## src/rtl/hazard_unit.sv

```systemverilog
// hazard_unit: ID-stage hazard controller for a 5-stage pipeline.
// Detects load-use and branch-operand hazards, inserts one or two bubbles
// through a two-state stall FSM, and squashes the fetched instruction when a
// branch resolved in ID is taken.
// Optional build macro: HAZARD_STATS_EN adds saturating stall/flush counters.
module hazard_unit #(
  parameter int rwidth = 5
`ifdef HAZARD_STATS_EN
  ,
  parameter int cwidth = 32
`endif
) (
  input  logic              Clock,
  input  logic              Reset,
  input  logic [rwidth-1:0] IF_ID_RegisterRs,
  input  logic [rwidth-1:0] IF_ID_RegisterRt,
  input  logic              ID_Branch,
  input  logic              ID_Branch_Taken,
  input  logic              ID_EX_MemRead,
  input  logic              ID_EX_RegWrite,
  input  logic              ID_EX_RegDst,
  input  logic [rwidth-1:0] ID_EX_RegisterRt,
  input  logic [rwidth-1:0] ID_EX_RegisterRd,
  input  logic              EX_MEM_MemRead,
  input  logic [rwidth-1:0] EX_MEM_RegisterRd,
  output logic              PC_Write,
  output logic              IF_ID_Write,
  output logic              IF_ID_Flush,
  output logic              ID_EX_Flush,
  output logic              Stall
`ifdef HAZARD_STATS_EN
  ,
  output logic [cwidth-1:0] Stall_Count,
  output logic [cwidth-1:0] Flush_Count
`endif
);

  typedef enum logic {
    ST_RUN   = 1'b0,
    ST_STALL = 1'b1
  } state_t;

  state_t state, state_next;

  logic [rwidth-1:0] ex_dst;
  logic              h_lu;
  logic              h_ba;
  logic              h_bm;
  logic              need_two;
  logic              need_one;
  logic              branch_squash;

  // Destination of the instruction in EX depends on its RegDst control bit.
  assign ex_dst = ID_EX_RegDst ? ID_EX_RegisterRd : ID_EX_RegisterRt;

  // Register 0 is hardwired, so a zero destination never creates a dependency.
  assign h_lu = ID_EX_MemRead && (ID_EX_RegisterRt != '0) &&
                ((ID_EX_RegisterRt == IF_ID_RegisterRs) || (ID_EX_RegisterRt == IF_ID_RegisterRt));

  assign h_ba = ID_Branch && ID_EX_RegWrite && !ID_EX_MemRead && (ex_dst != '0) &&
                ((ex_dst == IF_ID_RegisterRs) || (ex_dst == IF_ID_RegisterRt));

  assign h_bm = ID_Branch && EX_MEM_MemRead && (EX_MEM_RegisterRd != '0) &&
                ((EX_MEM_RegisterRd == IF_ID_RegisterRs) || (EX_MEM_RegisterRd == IF_ID_RegisterRt));

  // A branch waiting on a load still in EX needs the loaded value in ID, hence two bubbles.
  assign need_two = h_lu && ID_Branch;
  assign need_one = h_lu || h_ba || h_bm;

  // State register: only the FSM state lives here; reset always returns to RUN.
  always_ff @(posedge Clock) begin
    if (Reset) state <= ST_RUN;
    else       state <= state_next;
  end

  // Next-state and output decode; stalls take priority over a taken-branch squash.
  always_comb begin
    state_next    = state;
    PC_Write      = 1'b1;
    IF_ID_Write   = 1'b1;
    IF_ID_Flush   = 1'b0;
    ID_EX_Flush   = 1'b0;
    Stall         = 1'b0;
    branch_squash = 1'b0;
    if (Reset) begin
      state_next  = ST_RUN;
      PC_Write    = 1'b0;
      IF_ID_Write = 1'b0;
      IF_ID_Flush = 1'b1;
      ID_EX_Flush = 1'b1;
    end else begin
      case (state)
        ST_RUN: begin
          if (need_one) begin
            PC_Write    = 1'b0;
            IF_ID_Write = 1'b0;
            ID_EX_Flush = 1'b1;
            Stall       = 1'b1;
            if (need_two) state_next = ST_STALL;
          end else if (ID_Branch && ID_Branch_Taken) begin
            IF_ID_Flush   = 1'b1;
            branch_squash = 1'b1;
          end
        end
        ST_STALL: begin
          PC_Write    = 1'b0;
          IF_ID_Write = 1'b0;
          ID_EX_Flush = 1'b1;
          Stall       = 1'b1;
          state_next  = ST_RUN;
        end
        default: state_next = ST_RUN;
      endcase
    end
  end

`ifdef HAZARD_STATS_EN
  // Saturating statistics counters for stall cycles and branch squashes.
  always_ff @(posedge Clock) begin
    if (Reset) begin
      Stall_Count <= '0;
      Flush_Count <= '0;
    end else begin
      if (Stall && !(&Stall_Count))         Stall_Count <= Stall_Count + 1'b1;
      if (branch_squash && !(&Flush_Count)) Flush_Count <= Flush_Count + 1'b1;
    end
  end
`else
  // Squash indication is only consumed by the statistics counters.
  logic unused_squash;
  assign unused_squash = branch_squash;
`endif

endmodule

```

## config.mk

```make
export PLATFORM = sky130hd
export DESIGN_NAME = hazard_unit
export DESIGN_NICKNAME = d
export VERILOG_FILES = /design/src/rtl/hazard_unit.sv
export SDC_FILE = /design/constraint.sdc
export NUM_CORES = 1
export LEC_CHECK = 0
export ABC_AREA = 1
export BUFFER_PORTS_ARGS = -buffer_cell sky130_fd_sc_hd__buf_2
export CAP_MARGIN = 20
export CORE_UTILIZATION = 45
export DETAILED_ROUTE_END_ITERATION = 8
export HOLD_SLACK_MARGIN = 0.1
export PLACE_DENSITY = 0.78
export SYNTH_ARGS = -nofsm -noshare
export SYNTH_HDL_FRONTEND = slang
export SYNTH_SLANG_ARGS = --single-unit
```

## constraint.sdc

```tcl
create_clock -name Clock -period 1.4 [get_ports Clock]
set_clock_uncertainty 0.05 [all_clocks]
set_input_delay 0.14 -clock Clock [delete_from_list [all_inputs] [get_ports Clock]]
set_output_delay 0.14 -clock Clock [all_outputs]
set_load 0.1 [all_outputs]
```

Word level (Yosys, flattened, before mapping):

Index checks and enable logic that the tools add are counted.

* equality and inequality tests: 6
* mux-type cells: 15
* bitwise operators: 1
* reductions and logical operators: 20

Operators with widths (number)
* == test 5 bit: 6
* nonzero test 5 bit: 3
* logical AND 1 bit: 11
* 2-to-1 mux 1 bit: 11
* case mux 1 bit (2 select lines): 3
* logical OR 1 bit: 5
* 2-to-1 mux 5 bit: 1
* zero test 1 bit: 1
* NOT 1 bit: 1

* register bits: 1
* input port bits: 33
* output and inout bits: 5
* logic and storage cells: 43

Longest topological paths before layout:

Gate-level depths: netlist of the first run.

* word-level depth: 9
* mapped depth: 12
* gate-level depth less buffers: 12

Worst setup path after synthesis of the first run:

No wires, ideal clock.

* kind: input to output
* start point: input port ID_EX_RegDst
* end point: output port Stall
* arrival time: 2.192 ns
* data required time: 1.210 ns
* setup slack: -0.982 ns
* cell stages on the path: 9
* cell sequence: inv_2 > nand2_1 > nand2_2 > o21ai_1 > nor2_1 > nand3_1 > nand2_1 > nand2_2 > a21oi_1

* longest elaborated chain between the ends: 9
* elaborated cells on any way between the ends: 12
* those cells by class: eq/ne (2); mux (4); reduce/logical (6)

RTL lines
* start, declared: RTL line 21 `input logic ID_EX_RegDst,`
* 2-to-1 mux 5 bit *: RTL line 54 `assign ex_dst = ID_EX_RegDst ? ID_EX_RegisterRd : ID_EX_RegisterRt;`
* == test 5 bit / nonzero test 5 bit (equally long branches): RTL line 61, 60
* logical OR 1 bit / logical AND 1 bit (equally long branches): RTL line 61, 60
* logical AND 1 bit *: RTL line 60 `assign h_ba = ID_Branch && ID_EX_RegWrite && !ID_EX_MemRead && (ex_dst != '0) &&`
* logical OR 1 bit * (2 in series): RTL line 68 `assign need_one = h_lu || h_ba || h_bm;`
* 2-to-1 mux 1 bit *: RTL line 94 `if (need_one) begin`
* case mux 1 bit (2 select lines) *: RTL line 92 `case (state)`
* 2-to-1 mux 1 bit *: RTL line 85 `if (Reset) begin`
* end, declared: RTL line 30 `output logic Stall`

Every way passes the cells marked *; elsewhere a longest branch is shown, timed or not.

Final worst setup path of the first run:

* start point: input port IF_ID_RegisterRs[0]
* end point: output port PC_Write

* longest elaborated chain between the ends: 8
* elaborated cells on any way between the ends: 14
* those cells by class: eq/ne (3); mux (3); reduce/logical (8)

RTL lines
* start, declared: RTL line 15 `input logic [rwidth-1:0] IF_ID_RegisterRs,`
* == test 5 bit, on equally long branches: RTL line 58, 61
* logical OR 1 bit, on equally long branches: RTL line 58, 61
* logical AND 1 bit, on equally long branches: RTL line 57, 60
* logical OR 1 bit: RTL line 68
* logical OR 1 bit *: RTL line 68
* 2-to-1 mux 1 bit *: RTL line 94
* case mux 1 bit (2 select lines) *: RTL line 92
* 2-to-1 mux 1 bit *: RTL line 85
* end, declared: RTL line 26 `output logic PC_Write,`

Marks and branches as above.

==> results of run 1 <==
per-layer routing:
layer	up-vias	global-route usage	part of all wire
met3	45	0.008621	0.10
met1	594	0.4036	0.36
met4	0	0.07500	0.067
met5	-	0	0
met2	124	0.5781	0.47
li1	598	-	-
where the power goes:
part           internal [mW]  switching, mW
logic                  0.230          0.341
registers             0.0294       0.000327
clock network              0              0
final cells by class:
cell class                 instances  area (um2)
inverter                          27       135.1
sequential                         1       20.02
tap                               16       20.02
multi-input combinational        130       760.7
fill                              54       96.34
timing repair buffer              58       474.2
through the flow:
| stage | instance area [um2] | worst slack [ps] | TNS, ps |
|---|---|---|---|
| after floorplan | 770.7 | -416.6 | -1669 |
| after global placement | 1166 | -252.5 | -1109 |
| after detailed placement | 1166 | -301.0 | -1309 |
| after CTS | 1286 | -169.2 | -810.2 |
| after global routing | 1410 | -436.9 | -2095 |
| final | 1410 | -354.6 | -1679 |
kinds of logic (layout without fill, tap and decap cells):
family          count (synthesis)  count (layout)  share of synthesized area
compound gates                  9               9                    0.07080
buf+inv                        28              85                     0.1503
xor+xnor                        6               6                    0.07254
flops                           1               1                    0.02763
simple gates                  115             115                     0.6788
synth_stat cells:
library cell and count:
buf_4 1, o21bai_2 1, nor3_1 2, o21ai_1 4, nand2_2 9, nand3_1 15, nor2_1 19, a21oi_1 3
xnor2_1 4, dfxtp_1 1, nand4_1 2, o21ai_0 1, xor2_1 2, nand3b_1 1, inv_2 2, nor2_4 1
nand2_1 66, inv_1 25
what timing repair did:
item	4_1_cts	5_1_grt
cloned	0	0
pin swaps	16	18
setup buffers	2	1
hold endpoints to repair	0	0
endpoints found under the setup margin	5	5
resized for setup	31	34
how the worst max path moves through the flow:
stage                             start           to  slack, ps  cells past startpoint
floorplan           IF_ID_RegisterRt[0]     PC_Write       -420                     12
global placement           ID_EX_RegDst  IF_ID_Write       -250                     13
detailed placement         ID_EX_RegDst     PC_Write       -300                     13
CTS                 IF_ID_RegisterRs[0]        Stall       -170                      9
global route        IF_ID_RegisterRs[0]     PC_Write       -440                     13
finish              IF_ID_RegisterRs[0]     PC_Write       -350                     13
==> metrics.md, run 1 <==
| Metric | Value |
|---|---|
| Biggest regs | `state x1` |
| Period utilization | `1.253` |
| Max_cap viols | `0` |
| Max reg flops | `1` |
| Worst-path cell chain | `buf_4 > inv_2 > nand2_1 > nand2_1 > nor2_1 > nand3_1 > nand2_1 > nand2_1 > nand2_2 > nor2_4 > nand2_4 > nor2_4 > buf_12` |
| Min-Delay Path Depth | `2` |
| Reg clk slew, reported paths | `0 ps` |
| Antenna cells | `0` |
| Max Fclk | `0.5699 GHz` |
| Initial Util | `0.4809` |
| Pin count of the biggest net entering global routing | `7` |
| Core area | `1506 um2` |
| Hold crit path type | `input pin to flop` |
| Worst-path fanout max | `4` |
| R2R cell count | `1` |
| Count of pins over their slew limit | `0` |
| Layout cells sized above 1 | `0.5139` |
| Syn Nets | `192` |
| Ys Warns | `0` |
| Tot Pwr | `600.4 uW` |
| WL final | `between 3 and 4 mm` |
| Die W | `42.13 um` |
| Post-route ant nets | `0` |
| Initial antenna violation count | `0` |
| Slew @ Worst Pin | `231.1 ps` |
| Reg2Reg Capture Point | `state$_SDFF_PP0_` |
| Syn Std Cell Area | `724.4 um2` |
| Buffers on Ports | `37` |
| GR Overflow Total | `0` |
| Non-Filler Instances | `232` |
| First-pass detailed-route iteration total | `6` |
| Hold Slack | `387.2 ps` |
| Area contributors post-synth | `nand2_1, inv_1, nand3_1, nor2_1, nand2_2` |
| Vias in the first global route | `1,058` |
| CP arrival | `between 1500 and 2000 ps` |
| Worst r2r src | `state$_SDFF_PP0_` |
| Hold Buf Count CTS | `0` |
| Total GRT Usage | `0.3144` |
| Largest register by flop count | `state` |
| Largest delay share family, worst path | `simple AND/OR/NAND/NOR gates` |
| Final Hold Viols | `0` |
| RSZ-0062 raised after global routing | `yes` |
| Final Setup Violations | `5` |
| Average size of a mapped cell | `between 4 and 5 um2` |
| Starting DRT DRC Count | `138` |
| Synth area leader | `nand2_1` |
| Hold_sp | `Reset` |
| Gpl congestion | `0.9369` |
| Worst Hold End | `state$_SDFF_PP0_` |
| Drt wl/cell | `approximately 16 um` |
| Routed vias | `between 1,000 and 1,500` |
| Top Ports | `38` |
| CP Capture Type | `output pin` |
| Min Tclk post-route | `1755 ps` |
| Commonest non-fill, non-tap cell in the layout | `nand2_1` |
| Vias/cell | `5.866` |
| Die height | `42.13 um` |
| Cell mode on critical path | `nand2_1` |
| Reg2Reg Setup Slack | `740 ps` |
| DRC viols | `0` |
| Seq/Total Area, Yosys | `0.02763` |
| Crit-path slowest cell | `nor2_4` |
| Crit path launch type | `input pin` |
| Slew headroom | `0.8456` |
| Clock latency on the worst-skew pair | `0 ps` |
| Failing checks | `negative setup slack` |
| Netlist cell types | `18` |
| CP Class | `input pin to output pin` |
| Critical Path RT | `roughly 1200 ps` |
| Buffers plus inverters on the worst setup path | `3` |
| Die area | `1775 um2` |
| Commonest cells after routing, fill and taps aside | `nand2_1, buf_4, buf_2` |
| Area share of the largest cell type after synthesis | `0.3420` |
| Final core occ | `0.9360` |
| Post-Synthesis Cells | `159` |
| Status | `finished, violations left` |
| # rows | `14` |
| CP peak stage delay | `230 ps` |
| Pwr dens | `425.8 nW/um2` |
| #FFs+latches synth | `1` |
| First-pass GRT wire length | `4.429 mm` |
| VDD IR max | `0.3514 mV` |
| Dpl cells | `229` |
| Layout Nets | `251` |
| PnR worst setup slack | `-354.6 ps` |
| Synthesis-to-layout area growth | `94.65%` |
| P_leak | `0.8056 nW` |
| Hpwl dp | `2.029 mm` |
No activity file was read; power rests on OpenSTA's default activity.
==> run 2, diff against run 1 <==
==> config.mk (replaced) <==
export PLATFORM = sky130hd
export DESIGN_NAME = hazard_unit
export DESIGN_NICKNAME = d
export VERILOG_FILES = /design/src/rtl/hazard_unit.sv
export SDC_FILE = /design/constraint.sdc
export NUM_CORES = 1
export LEC_CHECK = 0
export BUFFER_PORTS_ARGS = -buffer_cell sky130_fd_sc_hd__buf_2
export CAP_MARGIN = 20
export CELL_PAD_IN_SITES_DETAIL_PLACEMENT = 1
export CELL_PAD_IN_SITES_GLOBAL_PLACEMENT = 1
export CORE_ASPECT_RATIO = 0.75
export CORE_UTILIZATION = 27
export DETAILED_ROUTE_END_ITERATION = 8
export HOLD_SLACK_MARGIN = 0.1
export PLACE_DENSITY = 0.76
export SYNTH_ARGS = -nofsm -noshare
export SYNTH_HDL_FRONTEND = slang
export SYNTH_SLANG_ARGS = --single-unit
==> run 2 against run 1 <==
Net effect: the flow still finishes with violations (negative setup slack); final cell count decreased by 36%; sequential share of layout area increased by 0.29 points; maximum frequency decreased by 11%; critical path depth decreased by 4; synthesized cell count decreased by 57%; via count decreased by 42%; hold slack improved by 6.5 ps; design area decreased by 17%.
==> metrics.md, run 2 <==
| Metric | Value |
|---|---|
| Die area | `2216 um2` |
| Max reg flops | `1` |
| Buffers on Ports | `37` |
| Synth area leader | `xnor2_1` |
| Final Setup Violations | `6` |
| Hold_sp | `state$_SDFF_PP0_` |
| Failing checks | `negative setup slack` |
| Antenna cells | `0` |
| Period utilization | `1.411` |
| Commonest non-fill, non-tap cell in the layout | `buf_2` |
| Starting DRT DRC Count | `10` |
| Area share of the largest cell type after synthesis | `0.3516` |
| Reg clk slew, reported paths | `0 ps` |
| Seq/Total Area, Yosys | `0.03653` |
| Biggest regs | `state x1` |
| Max_cap viols | `0` |
| Average size of a mapped cell | `between 7 and 8 um2` |
| Hold Buf Count CTS | `0` |
| Final instance area | `1171 um2` |
| Final Hold Viols | `0` |
| Post-synthesis async set-or-reset flop share | `0` |
| Worst-path fanout max | `4` |
| Layout Nets | `161` |
| Slew @ Worst Pin | `372.1 ps` |
| Share of power burned in registers | `0.057` |
| Vias in the first global route | `873` |
| Internal power | `255.5 uW` |
| Clock network fraction of design power | `0` |
| Slew headroom | `0.7487` |
| Largest delay share family, worst path | `simple AND/OR/NAND/NOR gates` |
| Number of synthesized flops with an enable pin | `0` |
| Final core occ | `0.6429` |
| Top Ports | `38` |
| Gate power share | `0.943` |
| Synthesis-to-layout area growth | `113.7%` |
| Critical Path RT | `1210 ps` |
| Clock latency on the worst-skew pair | `0 ps` |
| Placed cell area | `1016 um2` |
| Die height | `41.02 um` |
| Status | `finished, violations left` |
| WL final | `2.979 mm` |
| Worst r2r src | `state$_SDFF_PP0_` |
| CP peak stage delay | `250 ps` |
| Commonest cells after routing, fill and taps aside | `buf_2, buf_4, xnor2_1` |
| # fillers | `215` |
| CP Launch Point | `ID_EX_RegisterRt[3]` |
| Dpl ws | `-564.4 ps` |
| Synth cell count leaders | `xnor2_1, xor2_1, mux2i_1, nand2_1, nor3_1` |
| Vias/cell | `5.358` |
| Die W | `54.02 um` |
| Min Tclk post-route | `1976 ps` |
| Post-Synthesis Cells | `69` |
| Initial antenna violation count | `0` |
| Pwr dens | `445.2 nW/um2` |
| Count of pins over their slew limit | `0` |
| GR Overflow Total | `0` |
| Ys Warns | `0` |
| Max Fclk | `between 0.5 and 0.6 GHz` |
| CP Capture Type | `output pin` |
| Drt wl/cell | `20.13 um` |
| CP arrival | `about 1800 ps` |
| Crit path launch type | `input pin` |
| Dpl cells | `~150` |
| First-pass detailed-route iteration total | `4` |
| Initial Util | `0.3008` |
| Layout cells sized above 1 | `0.6587` |
| First-pass GRT wire length | `4.264 mm` |
| Crit-path slowest cell | `mux2i_2` |
| Gpl congestion | `0.8304` |
| Syn Nets | `between 100 and 150` |
| Netlist cell types | `23` |
| Largest register by flop count | `state` |
| Sw frac | `0.5100` |
| Total GRT Usage | `0.2830` |
| Net switching power figure | `265.9 uW` |
| Post-route ant nets | `0` |
| CP Class | `input pin to output pin` |
| RSZ-0062 raised after global routing | `yes` |
| Syn Std Cell Area | `548.0 um2` |
| Pin count of the biggest net entering global routing | `6` |
| #FFs+latches synth | `1` |
| DRC viols | `0` |
| Top-count cell post-synth | `xnor2_1` |
| # rows | `13` |
| PnR worst setup slack | `-575.5 ps` |
| Non-Filler Instances | `about 150` |
| P_leak | `0.5093 nW` |
| Primary FF master, synth | `dfxtp_1` |
| TNS Setup | `-2875 ps` |
| Routed vias | `between 700 and 800` |
| Buffers plus inverters on the worst setup path | `3` |
| VDD IR max | `between 0.2 and 0.25 mV` |
| Area contributors post-synth | `xnor2_1, xor2_1, mux2i_1, nor3_1, dfxtp_1` |
| Hpwl dp | `about 2.0 mm` |
| Hold crit path type | `flop to flop` |
| Worst-path cell chain | `buf_6 > buf_4 > mux2i_2 > xnor2_1 > nor3_1 > nand4_1 > nand4_4 > nor2b_4 > buf_12` |
| Core area | `1822 um2` |
==> run 2: logic make-up (layout without fill, tap and decap cells) <==
kind of cell,count (synthesis),after routing,synth area share
xor+xnor,30,30,0.4794
flops,1,1,0.03653
simple gates,27,27,0.3014
mux,5,5,0.09133
compound gates,4,4,0.05710
buf+inv,2,59,0.03425
==> run 2: power groups by stage <==
stage          registers (mW)  logic (mW)  clock network [mW]
5_1_grt                0.0296       0.516                   0
3_5_place_dp           0.0295       0.418                   0
2_1_floorplan          0.0295       0.228                   0
4_1_cts                0.0296       0.455                   0
6_report               0.0296       0.492                   0
3_3_place_gp           0.0295       0.400                   0
==> run 2: worst paths after layout <==
| kind | to | slack, ps | cells after the start |
|---|---|---|---|
| setup reg to reg | state$_SDFF_PP0_ | 720 | 1 |
| hold / removal | state$_SDFF_PP0_ | 390 | 1 |
| setup / recovery | Stall | -580 | 9 |
| hold reg to reg | state$_SDFF_PP0_ | 390 | 1 |
==> run 2: final cells by class <==
class | count | area, um2 | area share
multi-input combinational | 66 | 659.4 | 0.5630
timing repair buffer | 59 | 464.2 | 0.3964
tap | 22 | 27.53 | 0.02350
sequential | 1 | 20.02 | 0.01709
==> run 2: metal layers <==
layer | part of all wire | GRT usage
met4 | 0.040 | 0.05769
met5 | 0 | 0
met3 | 0.058 | 0.007407
met2 | 0.49 | 0.5895
met1 | 0.41 | 0.3269
==> run 2: timing repair <==
item	CTS	global route
gates resized for setup	20	9
setup endpoints to repair	6	6
buffers inserted	1	0
pin swaps	8	2
==> run 2: stage by stage <==
step | hold WS [ps] | total power, mW
after floorplan | 167.3 | 0.2576
after global placement | 362.4 | 0.4297
after detailed placement | 365.8 | 0.4474
after CTS | 380.8 | 0.4842
after global routing | 409.7 | 0.5453
final | 393.6 | 0.5214
==> run 3, diff against run 2 <==
--- a/config.mk
+++ b/config.mk
@@ -14,6 +14,7 @@
 export DETAILED_ROUTE_END_ITERATION = 8
 export HOLD_SLACK_MARGIN = 0.1
 export PLACE_DENSITY = 0.76
+export SETUP_SLACK_MARGIN = 0.4
 export SYNTH_ARGS = -nofsm -noshare
 export SYNTH_HDL_FRONTEND = slang
 export SYNTH_SLANG_ARGS = --single-unit
==> run 3 against run 2 <==
Net effect: the run still ends with negative setup slack left; global-route usage is 0.12 points lower; final cell count is 2.0% higher; critical path depth stayed put; register-to-register slack worse by 40 ps; via count is 4.7% lower; sequential share of layout area is 0.11 points lower; critical path type unchanged; critical endpoint is now IF_ID_Flush; largest cell class unchanged; highest routed layer unchanged.
==> metrics.md, run 3 (synthesized netlist as in run 2, its figures left out) <==
| Metric | Value |
|---|---|
| # fillers | `212` |
| GR Overflow Total | `0` |
| # rows | `13` |
| First-pass detailed-route iteration total | `4` |
| Reg2Reg Setup Slack | `680 ps` |
| DRC viols | `0` |
| First-pass GRT wire length | `4.146 mm` |
| Clock network fraction of design power | `0` |
| Hold crit path type | `input pin to flop` |
| Critical Path RT | `1210 ps` |
| Biggest regs | `state x1` |
| VDD IR max | `0.2470 mV` |
| Period utilization | `1.431` |
| Starting DRT DRC Count | `4` |
| Max Fclk | `0.4991 GHz` |
| CP Capture Type | `output pin` |
| Pwr dens | `around 430 nW/um2` |
| Final Setup Violations | `6` |
| WL final | `2.847 mm` |
| R2R cell count | `1` |
| Non-Filler Instances | `151` |
| CP arrival | `1810 ps` |
| Max reg flops | `1` |
| TNS Setup | `-3044 ps` |
| Failing checks | `negative setup slack` |
| Die area | `2216 um2` |
| Drt wl/cell | `18.85 um` |
| CP Class | `input pin to output pin` |
| CP peak stage delay | `around 560 ps` |
| Reg clk slew, reported paths | `0 ps` |
| Worst-path fanout max | `4` |
| Routed vias | `between 700 and 800` |
| Max_cap viols | `0` |
| Crit-path slowest cell | `or4_4` |
| Die height | `41.02 um` |
| Largest delay share family, worst path | `simple AND/OR/NAND/NOR gates` |
| PnR worst setup slack | `-603.8 ps` |
| Commonest cells after routing, fill and taps aside | `buf_2, buf_4, xnor2_1` |
| Initial antenna violation count | `0` |
| Sw frac | `0.5007` |
| Buffers on Ports | `37` |
| Stages on worst setup path | `9` |
| Buffers plus inverters on the worst setup path | `3` |
| Die W | `~54 um` |
| Gate power share | `0.946` |
| RSZ-0062 raised after global routing | `yes` |
| Total GRT Usage | `0.2817` |
| Vias/cell | `5.007` |
| Synthesis-to-layout area growth | `129.0%` |
| Commonest non-fill, non-tap cell in the layout | `buf_2` |
| Largest register by flop count | `state` |
| Net switching power figure | `approximately 270 uW` |
| Pin count of the biggest net entering global routing | `6` |
| Min Tclk post-route | `2004 ps` |
| Final core occ | `0.6889` |
| Tot Pwr | `545.2 uW` |
| Gpl congestion | `slightly below 0.8` |
| Worst r2r src | `state$_SDFF_PP0_` |
| Count of pins over their slew limit | `0` |
| Top Ports | `38` |
| Layout Nets | `164` |
| Status | `finished, violations left` |
| P_leak | `0.5233 nW` |
| Crit path launch type | `input pin` |
| Initial Util | `0.3008` |
| Antenna cells | `0` |
| Clock latency on the worst-skew pair | `0 ps` |
| Layout cells sized above 1 | `0.6744` |
| Final Hold Viols | `0` |
| Slew @ Worst Pin | `371.8 ps` |
| Vias in the first global route | `857` |
| Worst-path cell chain | `buf_2 > or4_4 > nor3_4 > nor4_2 > nand4_1 > nand4_4 > buf_6 > o21bai_4 > buf_12` |
| Dpl ws | `-627.6 ps` |
| Slew headroom | `0.7489` |
| Reg2Reg Capture Point | `state$_SDFF_PP0_` |
| Hold Buf Count CTS | `0` |
| Post-route ant nets | `0` |
| Dpl cells | `approximately 150` |
| Setup crit end | `IF_ID_Flush` |
| CP Launch Point | `ID_EX_RegisterRt[4]` |
| Internal power | `272.2 uW` |
| Share of power burned in registers | `0.054` |
| Core area | `1822 um2` |
## run 3: changes by cell type in the layout (fill, tap and decap cells not counted), moves of 2 or more
cell | before | now
mux2i_4 | 0 | 5
xnor2_1 | 16 | 18
mux2i_2 | 3 | 0
mux2i_1 | 2 | 0
buf_2 | 27 | 30
buf_6 | 7 | 5
xnor2_2 | 6 | 4
## run 3: per-stage QoR
step                      cell area [um2]  hold slack (ps)
final                                1255            409.5
after global routing                 1255            413.9
after CTS                            1154            404.9
after detailed placement             1065            380.1
after global placement               1065            361.4
after floorplan                     623.1            167.3
## run 3: worst min path at each step
| stage | from | end | slack (ps) | cells past startpoint |
|---|---|---|---|---|
| 6_report | Reset | state$_SDFF_PP0_ | 410 | 2 |
| 5_1_grt | ID_Branch | state$_SDFF_PP0_ | 410 | 2 |
| 4_1_cts | ID_Branch | state$_SDFF_PP0_ | 400 | 2 |
| 3_5_place_dp | state$_SDFF_PP0_ | state$_SDFF_PP0_ | 380 | 1 |
| 3_3_place_gp | state$_SDFF_PP0_ | state$_SDFF_PP0_ | 360 | 1 |
| 2_1_floorplan | Reset | state$_SDFF_PP0_ | 170 | 1 |
## run 3: power groups by stage
stage,combinational [mW],sequential [mW],clock [mW]
global placement,0.416,0.0295,0
global route,0.541,0.0297,0
detailed placement,0.438,0.0295,0
CTS,0.467,0.0297,0
finish,0.516,0.0297,0
floorplan,0.233,0.0295,0
## run 3: layer usage
layer  GRT usage  part of all wire
met1      0.2912              0.38
met2      0.6142              0.58
met3     0.02593             0.035
met4     0.07051             0.010
met5           0                 0
## run 3: area by class of cell
cell class,count,area [um2],share of cell area
Multi-Input combinational cell,66,723.2,0.5763
Timing Repair Buffer,62,484.2,0.3858
Tap cell,22,27.53,0.02193
Sequential cell,1,20.02,0.01595
## run 3: repair_timing
item                                    CTS  global route
resized for setup                        13            18
endpoints found under the setup margin    6             6
buffers inserted                          2             0
pin swaps                                 5             7
